[src/rtl/agu_banked.sv]
// agu_banked: banked pointer registers with byte-serial stepping; define AGU_BANKED_ARITH_EN to build STEP/INC/DEC
module agu_banked #(
  parameter int DATA_WIDTH = 8,
  parameter int ADDR_BYTES = 2,
  parameter int CHANNELS = 4,
  localparam int ADDR_WIDTH = DATA_WIDTH * ADDR_BYTES,
  localparam int CW = CHANNELS > 1 ? $clog2(CHANNELS) : 1,
  localparam int BW = ADDR_BYTES > 1 ? $clog2(ADDR_BYTES) : 1
) (
  input  logic                  clock_i,
  input  logic                  reset_i,
  input  logic [2:0]            op_i,
  input  logic [CW-1:0]         channel_select_i,
  input  logic [BW-1:0]         byte_select_i,
  input  logic [DATA_WIDTH-1:0] data_in_i,
  input  logic [ADDR_WIDTH-1:0] address_in_i,
  output logic [ADDR_WIDTH-1:0] address_out_o,
  output logic [DATA_WIDTH-1:0] data_out_o,
  output logic                  busy_o,
  output logic                  wrap_o
);
  localparam logic [2:0] OP_WRITE = 3'd1;
  localparam logic [2:0] OP_LOAD  = 3'd2;
  localparam logic [2:0] OP_STEP  = 3'd3;
  localparam logic [2:0] OP_INC   = 3'd4;
  localparam logic [2:0] OP_DEC   = 3'd5;
  logic [ADDR_WIDTH-1:0] regs_q [CHANNELS];
  logic [ADDR_WIDTH-1:0] regs_d [CHANNELS];
  logic ch_ok, byte_ok, idle;
  assign ch_ok   = int'(channel_select_i) < CHANNELS;
  assign byte_ok = int'(byte_select_i) < ADDR_BYTES;
`ifdef AGU_BANKED_ARITH_EN
  typedef enum logic {IDLE, ADD} state_t;
  state_t state_q, state_d;
  logic [BW-1:0] k_q, k_d;
  logic [CW-1:0] ch_q, ch_d;
  logic [ADDR_WIDTH-1:0] shadow_q, shadow_d, operand_q, operand_d, shadow_nx;
  logic carry_q, carry_d, wrap_q, wrap_d, commit, arith_go;
  logic [DATA_WIDTH:0] sum;
  assign idle     = state_q == IDLE;
  assign arith_go = idle && ch_ok && (op_i == OP_STEP || op_i == OP_INC || op_i == OP_DEC);
  assign sum = {1'b0, shadow_q[k_q*DATA_WIDTH +: DATA_WIDTH]} + {1'b0, operand_q[k_q*DATA_WIDTH +: DATA_WIDTH]}
             + {{DATA_WIDTH{1'b0}}, carry_q};
  assign busy_o = state_q == ADD;
  assign wrap_o = wrap_q;
  // shadow with the current byte's sum merged in; this is what gets committed on the last byte
  always_comb begin
    shadow_nx = shadow_q;
    shadow_nx[k_q*DATA_WIDTH +: DATA_WIDTH] = sum[DATA_WIDTH-1:0];
  end
  // serial adder control: latch operands in IDLE, one byte per cycle in ADD, commit on the last byte
  always_comb begin
    state_d = state_q;
    k_d = k_q;
    carry_d = carry_q;
    ch_d = ch_q;
    shadow_d = shadow_q;
    operand_d = operand_q;
    wrap_d = wrap_q;
    commit = 1'b0;
    if (arith_go) begin
      state_d = ADD;
      k_d = '0;
      carry_d = 1'b0;
      ch_d = channel_select_i;
      shadow_d = regs_q[channel_select_i];
      operand_d = op_i == OP_STEP ? ADDR_WIDTH'($signed(data_in_i)) : op_i == OP_INC ? ADDR_WIDTH'(1) : '1;
    end else if (state_q == ADD) begin
      shadow_d = shadow_nx;
      carry_d = sum[DATA_WIDTH];
      k_d = k_q + 1'b1;
      if (k_q == BW'(ADDR_BYTES - 1)) begin
        commit = 1'b1;
        wrap_d = sum[DATA_WIDTH] ^ operand_q[ADDR_WIDTH-1];
        state_d = IDLE;
      end
    end
  end
  // arithmetic state registers
  always_ff @(posedge clock_i or posedge reset_i) begin
    if (reset_i) begin
      state_q <= IDLE;
      k_q <= '0;
      carry_q <= 1'b0;
      ch_q <= '0;
      shadow_q <= '0;
      operand_q <= '0;
      wrap_q <= 1'b0;
    end else begin
      state_q <= state_d;
      k_q <= k_d;
      carry_q <= carry_d;
      ch_q <= ch_d;
      shadow_q <= shadow_d;
      operand_q <= operand_d;
      wrap_q <= wrap_d;
    end
  end
`else
  assign idle   = 1'b1;
  assign busy_o = 1'b0;
  assign wrap_o = 1'b0;
`endif
  // channel register updates: byte writes, whole loads and arithmetic commits
  always_comb begin
    regs_d = regs_q;
    if (idle && ch_ok && byte_ok && op_i == OP_WRITE)
      regs_d[channel_select_i][byte_select_i*DATA_WIDTH +: DATA_WIDTH] = data_in_i;
    if (idle && ch_ok && op_i == OP_LOAD)
      regs_d[channel_select_i] = address_in_i;
`ifdef AGU_BANKED_ARITH_EN
    if (commit)
      regs_d[ch_q] = shadow_nx;
`endif
  end
  // channel register bank
  always_ff @(posedge clock_i or posedge reset_i) begin
    if (reset_i) regs_q <= '{default: '0};
    else regs_q <= regs_d;
  end
  assign address_out_o = ch_ok ? regs_q[channel_select_i] : '0;
  assign data_out_o    = byte_ok ? address_out_o[byte_select_i*DATA_WIDTH +: DATA_WIDTH] : '0;
endmodule

[config.mk]
export PLATFORM = sky130hd
export DESIGN_NAME = agu_banked
export DESIGN_NICKNAME = d
export VERILOG_FILES = /design/src/rtl/agu_banked.sv
export SDC_FILE = /design/constraint.sdc
export NUM_CORES = 1
export LEC_CHECK = 0
export BUFFER_PORTS_ARGS = -buffer_cell sky130_fd_sc_hd__buf_2
export CORE_AREA = 4 4 125 91
export DETAILED_ROUTE_END_ITERATION = 12
export DIE_AREA = 0 0 129 95
export REMOVE_ABC_BUFFERS = 1
export SLEW_MARGIN = 0
export SYNTH_ARGS = -nofsm -noshare
export SYNTH_HDL_FRONTEND = slang
export SYNTH_SLANG_ARGS = --single-unit
[constraint.sdc]
create_clock -name clock_i -period 5.8 [get_ports clock_i]
set_input_delay 0.87 -clock clock_i [delete_from_list [all_inputs] [get_ports clock_i]]
set_output_delay 0.87 -clock clock_i [all_outputs]
set_load 0.01 [all_outputs]
### Word level (Yosys, flattened, before mapping)

Index checks and enable logic that the tools add are counted.

| cells by class | value |
|---|---|
| add/subtract/negate cells | 1 |
| reductions and logical operators | 1 |
| shift-type cells | 3 |
| bitwise logic cells | 1 |
| magnitude comparators | 2 |
| mux-type cells | 11 |
| eq/ne operators | 2 |

Operators with widths:

| operator | number |
|---|---|
| 64-bit bitwise mux | 2 |
| 64-bit 2-to-1 mux | 2 |
| 16-bit demux with 2-bit select | 2 |
| 16-bit 2-to-1 mux | 4 |
| 4-bit negation with 34-bit output | 1 |
| 8-bit by 34-bit variable shift with 16-bit output (first input constant) | 1 |
| 8-bit by 34-bit indexed part select with 16-bit output | 1 |
| 16-bit binary-select mux with 2-bit select | 1 |
| 16-bit by 5-bit indexed part select with 8-bit output | 1 |
| 3-bit by 1-bit == test with 1-bit output (second input constant) | 1 |
| 3-bit by 2-bit == test with 1-bit output (second input constant) | 1 |
| 3-bit greater-or-equal comparator (second input constant) | 1 |
| 3-bit by 1-bit less-than comparator with 1-bit output (second input constant) | 1 |
| 2-bit inverter with 3-bit output | 1 |
| 1-bit logical AND | 1 |

| storage, ports and cells | value |
|---|---|
| output and inout bits | 26 |
| input bits | 32 |
| logic and storage cells | 25 |
| register bits | 64 |

### Depth between registers and ports, before layout

| depth | value |
|---|---|
| depth after elaboration | 9 |
| gate-level depth with buffers | 6 |
| mapped depth without buffers | 3 |

### Worst setup path before layout

OpenSTA, ideal clock, no wires.

| timing path | value |
|---|---|
| kind | input-to-output |
| start point | in channel_select_i[0] |
| end point | out data_out_o[0] |
| buffers on the path | 1 |
| arrival time | 1,985 ps |
| data required time | 4,930 ps |
| cell stages on the path | 3 |
| path slack | 2,945 ps |
| cells stage by stage | buf_2 > mux4_2 > mux2_2 |

| on the way | value |
|---|---|
| cells in the longest elaborated chain, start to end | 5 |

Ends and longest elaborated chain:

| element | line | source |
|---|---|---|
| from (decl) | 13 | `input logic [CW-1:0] channel_select_i,` |
| 2-bit inverter with 3-bit output (implied by the code) | 121 | `assign address_out_o = ch_ok ? regs_q[channel_select_i] : '0;` |
| 16-bit binary-select mux with 2-bit select | 121 |  |
| 16-bit 2-to-1 mux (implied by the code) (2 in series) | 121 |  |
| net address_out_o[0] | 17 | `output logic [ADDR_WIDTH-1:0] address_out_o,` |
| 16-bit by 5-bit indexed part select with 8-bit output | 122 | `assign data_out_o = byte_ok ? address_out_o[byte_select_i*DATA_WIDTH +: DATA_WIDTH] : '0;` |
| to (decl) | 18 | `output logic [DATA_WIDTH-1:0] data_out_o,` |

The timed path passes the listed nets, and every way through them passes these cells. The select of a mux whose other input is x is not followed.

### Worst setup path after layout

| timing path | value |
|---|---|
| start point | in channel_select_i[0] |
| end point | out data_out_o[2] |

| on the way | value |
|---|---|
| cells in the longest elaborated chain, start to end | 5 |

Ends and longest elaborated chain:

| element | line |
|---|---|
| 2-bit inverter with 3-bit output (implied by the code) | 121 |
| 16-bit binary-select mux with 2-bit select | 121 |
| 16-bit 2-to-1 mux (implied by the code) (2 in series) | 121 |
| 16-bit by 5-bit indexed part select with 8-bit output | 122 |

Every way passes these cells. The select of a mux whose other input is x is not followed.

==> key figures <==
Hold path
  • Hold path startpoint: regs_q[1]
  • Hold Crit Class: flip-flop to flip-flop

Power and ir drop
  • Total power: 0.001548 W
  • Clock share of power: 33.8%
  • Max VDD drop: 0.1618 mV
  • Pint: 0.001078 W
  • Sw Pwr: 0.0004703 W
  • Comb pwr share: a little over a quarter
  • Sequential share of power: about two fifths
  • Static Leak: 1.722 nW
  • Sw Ratio: a little under a third
  • PD cells: 341.7 nW/um2

Synth
  • Area leader, netlist: dfrtp_1
  • Yosys top cell area share: ~40%
  • Yosys reg bits: 64
  • Post-synthesis instance area: between 3000 and 4000 um2
  • Syn Area/Cell: 9.966 um2
  • Distinct cell type count after synthesis: 30
  • Yosys warns: 0
  • Sequential area share after synthesis: 40.08%
  • Main area contributors after synthesis: dfrtp_1 40%, mux4_2 9.0%, a2bb2oi_1 7.0%
  • Synth Instances: 401

Job
  • Max Cap Viol: 0

Finish
  • Biggest register: regs_q
  • Top Registers: regs_q: 64 flops
  • Max FFs per register: between 60 and 70
  • P&R area growth vs syn: 13.37%
  • # diodes: 0
  • Layout cell share with drive strength beyond 1: 25.47%
  • Final Net Count: around 460
  • Final Cell Area: between 4000 and 5000 um2
  • Most frequent cells in the layout: 64 x dfrtp_1, 54 x buf_2, 42 x o21ai_0
  • Commonest non-fill, non-tap cell in the layout: dfrtp_1

Placement
  • Cell Area, Placed: 4245 um2
  • RePlAce Congestion: 0.7921
  • Hpwl dp: 7.527 mm
  • Port Buf Inserts: 55

Timing
  • Max Freq: 0.2891 GHz
  • Fin. Hold Viols: 0
  • Max Slew Vio Count: 0
  • Rel. slew slack: 16.99%
  • Final setup violation count: 0
  • Fin Setup TNS: 0 ns
  • Final period utilization: 59.65%
  • Slew at the pin closest to its max-slew limit: 1.245 ns
  • Worst Hold Margin: around 0.55 ns
  • Tmin final: 3.460 ns
  • RSZ-0062 raised after global routing: no
  • Clk_skew: 0 ns

Global routing
  • Grt ovf: 0
  • GRT Util Overall: 22.19%
  • Largest net degree at the start of global routing: 74
  • Vias in the first global route: 3,829
  • Initial antenna violation count: 0
  • First-pass GRT wire length: 20.79 mm

Setup path
  • CP max FO: 73
  • CP max stage cell: buf_4
  • CP peak stage delay: 0.63 ns
  • Worst path required time: 4.93 ns
  • Critical path arrival: 2.59 ns
  • Cells along the critical path: buf_4 > mux4_2 > mux2_2 > buf_2
  • Setup crit end kind: output pin
  • Crit path buffers/inverters: 2
  • Critical path class: input port to output pin
  • CP startpoint kind: input port
  • CP delay by family, top: multiplexers
  • Worst R2R Start: regs_q[56]
  • Crit. Startpoint: channel_select_i[0]

CTS
  • Worst-Skew Late Latency: between 0.3 and 0.4 ns
  • Clock Tree Buf Depth: 2
  • Clock transition at path regs: 0.06 ns
  • Num CTS Buffers: 9
  • H-tree levels: 3
  • Post-CTS sizing: 0
  • # clock sinks: 64
  • Post-CTS Setup Inserts: 0
  • CTS Hold Buffers Added: 0
  • CTS tree: yes
  • Root buffer cell: clkbuf_16

Die
  • Core box area: 10,160 um2
  • Initial Util: 39.33%
  • IO Pins: 58
  • Die width: 129 um
  • Full die area: 12,260 um2
  • FP Rows: 31
  • Die Y: 95 um

Detailed routing
  • Post-DRT Antenna Nets: 0
  • DR vias: 3,705
  • Drt first pass iters: 5
  • # DRC: 0
  • DR vias/cell: 6.616
  • Initial DRC count: 330
  • Routed WL per cell: 23.43 um
  • Routed wire length: 13.12 mm

Status
  • Status: finished clean
## worst paths after layout
check | cells after the start | slack [ns] | endpoint
max | 4 | 2.34 | data_out_o[2]
min | 2 | 0.55 | regs_q[1]
max reg2reg | 2 | 5.03 | regs_q[56]
min reg2reg | 2 | 0.55 | regs_q[1]
max in group asynchronous | 3 | 4.45 | regs_q[11]
min in group asynchronous | 3 | 0.78 | regs_q[33]
## logic make-up (layout without fill, tap and decap cells)
family	count (synthesis)	in the layout	synth area share, %
other	1	2	0.09384
buffers and inverters	54	80	6.919
AND/OR/NAND/NOR	98	98	14.59
multiplexers	24	24	11.27
AO/OA/AOI/OAI	160	160	27.05
flip-flops	64	64	40.08
## synth_stat cells
master / instances
nand2_2: 2
inv_1: 1
dfrtp_1: 64
mux2_2: 8
or4b_1: 2
and3b_1: 8
clkbuf_1: 19
or2_2: 1
nor3b_1: 8
clkbuf_2: 1
nor4b_4: 2
buf_4: 8
and4bb_1: 1
and2_1: 1
o21ai_1: 22
nor2b_1: 1
a31oi_1: 32
a2bb2oi_1: 32
nand2_1: 33
buf_2: 22
nand2b_1: 4
nor3_1: 32
buf_6: 2
nor4bb_1: 1
o21ai_0: 42
buf_1: 1
a32oi_1: 32
conb_1: 1
mux4_2: 16
nand4bb_1: 2
## layout make-up
class,instances,area (um2)
fill,984,5632
clock inverter,3,15.01
timing repair buffer,63,337.8
inverter,1,3.754
tap,132,165.2
sequential,64,1602
multi-input combinational,284,2137
clock buffer,13,270.3
## per-layer routing
metal | up-vias | global-route usage [%] | wire [um]
li1 | 1620 | - | -
met1 | 1854 | 29.85 | 5740
met2 | 207 | 33.75 | 5884
met3 | 24 | 6.501 | 1282
met4 | 0 | 8.829 | 211
met5 | - | 0 | 0
## tightest hold or removal path, cell delays in order, from the launching register on
cell and delay, ns:
dfrtp_1 0.37, o21ai_0 0.07, a2bb2oi_1 0.07
## power groups by stage
stage,clock [W],combinational [W],sequential [W]
floorplan,0,0.000261,0.000602
global placement,0,0.000394,0.000622
detailed placement,0,0.000403,0.000626
CTS,0.000531,0.000404,0.000619
global route,0.000551,0.000445,0.000635
finish,0.000523,0.000404,0.000621
## through the flow
step                util [%]  setup slack, ns  std cells
floorplan                  -            2.032        349
global placement       41.78            2.346        544
detailed placement     41.78            2.339        544
CTS                    44.58            2.327        560
global route           44.58            2.219        560
finish                 44.58            2.340        560
No activity file was read; power rests on OpenSTA's default activity.
